### config.mk
export PLATFORM = sky130hd
export DESIGN_NAME = nano_mem_sys
export DESIGN_NICKNAME = d
export VERILOG_FILES = /design/src/rtl/nano_mem_sys.sv
export SDC_FILE = /design/constraint.sdc
export NUM_CORES = 2
export LEC_CHECK = 0
export CORE_UTILIZATION = 45
export DETAILED_ROUTE_END_ITERATION = 6
export PLACE_DENSITY_LB_ADDON = 0.15
export SYNTH_ARGS = -nofsm -noshare
export SYNTH_HDL_FRONTEND = slang
export SYNTH_SLANG_ARGS = --single-unit
export TNS_END_PERCENT = 20
### constraint.sdc
create_clock -name ck -period 9.05 [get_ports ck]
set_clock_uncertainty 0.1 [all_clocks]
set_input_delay 1.3575 -clock ck [delete_from_list [all_inputs] [get_ports ck]]
set_output_delay 1.3575 -clock ck [all_outputs]
set_load 0.05 [all_outputs]
### src/rtl/nano_mem_sys.sv
// nano_mem_sys: 256x16 word store plus I/O window for NanoCPU, with a boot-time program loader.
// Latency: dataR is combinational from address; CPU writes and loader words land on the next rising edge.
// Backpressure: ld_ready is high only while loading (one word per cycle); the CPU bus is never stalled.
module nano_mem_sys #(
  parameter logic [7:0] IO_BASE = 8'hF0
) (
  input  logic        ck,
  input  logic        rst,
  input  logic [7:0]  address,
  input  logic [15:0] dataW,
  input  logic        ce,
  input  logic        we,
  output logic [15:0] dataR,
  output logic        cpu_rst,
  input  logic        ld_valid,
  output logic        ld_ready,
  input  logic [15:0] ld_data,
  input  logic        ld_last,
  input  logic        ld_start,
  input  logic [15:0] gpio_in,
  output logic [15:0] gpio_out
);

  localparam logic [7:0] IO_GPO = IO_BASE;
  localparam logic [7:0] IO_GPI = IO_BASE + 8'd1;
  localparam logic [7:0] IO_CNT = IO_BASE + 8'd2;

  typedef enum logic [1:0] {ST_LOAD, ST_RELEASE, ST_RUN} state_t;

  state_t      state;
  logic [7:0]  ld_ptr;
  logic [15:0] cycle_cnt;
  logic [15:0] gpio_meta;
  logic [15:0] gpio_sync;
  logic [15:0] ram [256];

  logic ld_acc;
  logic cpu_wr;

  assign ld_acc = (state == ST_LOAD) && ld_valid;
  assign cpu_wr = (state == ST_RUN) && ce && we;

  // Sequencer: load -> one release cycle -> run; cpu_rst lags the state by one edge
  always_ff @(posedge ck or negedge rst) begin
    if (!rst) begin
      state    <= ST_LOAD;
      ld_ready <= 1'b1;
      cpu_rst  <= 1'b1;
      ld_ptr   <= 8'd0;
    end else begin
      cpu_rst <= (state != ST_RUN);
      case (state)
        ST_LOAD: begin
          if (ld_valid) begin
            ld_ptr <= ld_ptr + 8'd1;
            // Leaving at 0xFF means the pointer never has to wrap inside a load
            if (ld_last || ld_ptr == 8'hFF) begin
              state    <= ST_RELEASE;
              ld_ready <= 1'b0;
            end
          end
        end
        ST_RELEASE: begin
          state <= ST_RUN;
        end
        ST_RUN: begin
          if (ld_start) begin
            state    <= ST_LOAD;
            ld_ready <= 1'b1;
            ld_ptr   <= 8'd0;
          end
        end
        default: begin
          state    <= ST_LOAD;
          ld_ready <= 1'b1;
        end
      endcase
    end
  end

  // I/O registers: output port, free-running run-time counter, input synchronizer
  always_ff @(posedge ck or negedge rst) begin
    if (!rst) begin
      gpio_out  <= 16'd0;
      cycle_cnt <= 16'd0;
      gpio_meta <= 16'd0;
      gpio_sync <= 16'd0;
    end else begin
      gpio_meta <= gpio_in;
      gpio_sync <= gpio_meta;
      if (cpu_wr && address == IO_GPO) begin
        gpio_out <= dataW;
      end
      if (state == ST_RUN) begin
        // A clear (software write or reload request) beats the increment
        if (ld_start || (cpu_wr && address == IO_CNT)) begin
          cycle_cnt <= 16'd0;
        end else begin
          cycle_cnt <= cycle_cnt + 16'd1;
        end
      end
    end
  end

  // Word store: loader and CPU writes never overlap because they live in different states
  always_ff @(posedge ck) begin
    if (ld_acc && ld_ptr < IO_BASE) begin
      ram[ld_ptr] <= ld_data;
    end else if (cpu_wr && address < IO_BASE) begin
      ram[address] <= dataW;
    end
  end

  // Read mux: the CPU sees zeros while a load is in progress
  always_comb begin
    dataR = 16'h0000;
    if (state != ST_LOAD) begin
      if (address < IO_BASE) begin
        dataR = ram[address];
      end else begin
        case (address)
          IO_GPO:  dataR = gpio_out;
          IO_GPI:  dataR = gpio_sync;
          IO_CNT:  dataR = cycle_cnt;
          default: dataR = 16'h0000;
        endcase
      end
    end
  end

endmodule
==> impl_metrics.ini <==
[placed_design]
pre_cts_ws_ps = 1220
dpl.hpwl_mm = 331
port_buffers = 96
place.gp.congestion = 0.961
dp_cells = 12451

[global_route]
grt_antenna_before_repair = 21
grt_pass1_vias = 80846
grt_pass1_wl_mm = 700
grtUsageTotal_pct = 28.9
overflow = 0
grt_max_degree = 169

[synthesis]
synthCells = 7412
syn_area_sq_um = 159000
ys_warn_count = 0
synthArstFlopShare_pct = 1.85
synth_edf_count = 4036
seq_area_frac_synth_pct = 77.4
synth_common_cells = edfxtp_1, mux4_2, mux2i_1
synth_top_area_share_pct = 76.2
synth_area_per_cell_sq_um = 21.4
synth-seq-cells = 4112
yosysTopAreaCell = edfxtp_1
yosysMostFrequentCell = edfxtp_1
netlist_top_cells_area = edfxtp_1, mux4_2, mux2i_1
synth.distinct_cells = 77
synth_ff_type = edfxtp_1

[sta]
rsz0062_at_grt = no
setup_tns_ps = 0
setup_viol = 0
period_minus_slack_ps = 8210
slew_violations = 0
final_hold_viol_count = 0
fin_crit_sh_pct = 90.7
maxSlewHeadroom_pct = 2.61
setup_slack_ps = 842
max_freq_mhz = 122
tightest_slew_ps = 1450

[clock_tree]
cts-buffers-inserted = 424
clk_latency_ps = 1000
cts_tree = done
clk_path_buf_depth = 4
h-tree-depth = 5
cts_sinks = 4112
cts_root_buffer = clkbuf_16
holdBufCountCts = 0
postCtsSetupRepairBufs = 0
clkSlewWorstSetupHoldPaths_ps = 60
cts_resized = 0

[setup_path]
end_kind = output pin
critPathMaxFanout = 47
critPathKind = in2out
worst_setup_path_start_kind = input port
cp_data_arrival_time_ps = 6750
required_ps = 7590

[die]
die_area_sq_um = 356000
start_util_pct = 45.4
die_y_um = 596
rows = 217
ios = 97
core-area_sq_um = 351000
die_x_um = 596

[flow_run]
cap_violations = 0

[route]
ant_nets = 0
drt_iter0_drc = 11914
viasPerCell = 6.28
drc = 0
dr.pass1.iters = 6
avgRoutedWirePerCell_um = 39.1
wirelength_mm = 518
vias = 83212

[power]
power.leakage_nw = 58.2
total_power_w = 0.0415
power.density_nw_per_um2 = 227
ir_worst_vdd_uv = 202

[hold_path]
hold_path_class = reg2reg

[final_layout]
syn_to_final_growth_pct = 14.8
multi_input_area_sq_um = 34700
post_route_cells_drive_above_1_share_pct = 26.3
register_area_sq_um = 123000
fill_cells = 27479
fin_cells = 13245
nets = 8235

[outcome]
status = finished clean
-- cells by family (layout without fill, tap and decap cells) --
logic type	after synthesis	count (layout)	share of synthesized area, %
compound gates	684	684	2.94
buf+inv	436	1351	1.62
flops	4112	4112	77.4
fa+ha+maj	2	2	0.0157
xor+xnor	17	17	0.0937
other cells	1	211	0.00236
simple gates	833	833	2.40
mux	1327	1327	15.5
-- cell type report --
| class | count | share of cell area, % |
|---|---|---|
| clock inverters | 263 | 1.29 |
| inverters | 9 | 0.0199 |
| multi-input cells | 3059 | 19.0 |
| flip-flops and latches | 4112 | 67.5 |
| diodes | 15 | 0.0206 |
| well taps | 4708 | 3.23 |
| clock buffers | 515 | 6.10 |
| repair buffers | 564 | 2.87 |
-- where the power goes --
| group | internal (W) | switching [W] | total [W] | leakage, nW |
|---|---|---|---|---|
| sequential | 0.0212 | 0.0000619 | 0.0213 | 37.4 |
| clock | 0.00978 | 0.00739 | 0.0172 | 6.59 |
| combinational | 0.000814 | 0.00217 | 0.00298 | 14.2 |
-- stage by stage --
step	utilization, %	instance area (sq um)	hold slack [ps]
2_1_floorplan	-	160000	231
3_3_place_gp	48.2	169000	239
3_5_place_dp	48.2	169000	235
4_1_cts	52.0	182000	248
5_1_grt	52.0	182000	260
6_report	52.1	182000	248
-- critical path, stage by stage --
cell	delay, ps
buf_8	400
buf_12	390
and2_2	710
buf_4	580
nand2_1	660
o22ai_1	710
nor4_1	160
a31oi_1	820
o41ai_2	490
buf_12	280
-- state kept, by name (all words and copies together) (netlist names) --
register,count
cpu_rst,1
cycle_cnt,16
gpio_meta,16
gpio_out,16
gpio_sync,16
ld_ptr,8
ld_ready,1
ram,4036
state,2
-- final timing paths --
kind / startpoint / endpoint / slack [ps] / cells after the start
setup / recovery: address[2] / dataR[9] / 840 / 10
max in group asynchronous: rst / ld_ptr[4]$_DFFE_PN0P_ / 7770 / 1
setup reg to reg: state[0]$_DFFE_PN0P_ / ram[1][11]$_DFFE_PP_ / 3870 / 10
hold / removal: gpio_meta[2]$_DFF_PN0_ / gpio_sync[2]$_DFF_PN0_ / 250 / 0
hold reg to reg: gpio_meta[2]$_DFF_PN0_ / gpio_sync[2]$_DFF_PN0_ / 250 / 0
min in group asynchronous: rst / gpio_sync[10]$_DFF_PN0_ / 450 / 1
-- routing by layer --
metal	vias to the layer above	wire length (um)	GRT usage, %
met2	4598	238000	44.5
li1	32511	-	-
met4	10	27000	12.9
met5	-	53	0
met3	902	49800	6.60
met1	45191	203000	39.6
-- placed cells by master (no fill, tap or decap), types with 14 or more instances in the layout --
cell type,synthesis,final
diode_2,0,15
o21ai_0,88,88
nand4_1,24,24
nor2_2,2,131
nand2_1,192,174
mux2_2,47,47
bufinv_16,0,37
buf_12,0,59
dfrtp_1,74,74
clkdlybuf4s50_1,0,72
conb_1,1,196
a21oi_1,101,101
buf_4,116,421
mux2i_1,376,376
nor3_1,43,41
clkbuf_16,0,432
nand3_1,56,55
o22ai_1,137,137
a211oi_1,36,34
a31oi_1,30,30
nor2b_1,25,17
clkbuf_1,110,83
o221ai_1,24,24
edfxtp_1,4036,4036
mux4_2,902,902
nand2_4,0,16
or3_1,29,23
a221oi_1,45,45
a22oi_1,116,116
clkinv_1,3,114
nor4_1,16,14
nor2_1,348,217
clkinv_2,0,80
or2_2,22,22
Power figures use the tool's default switching activity.
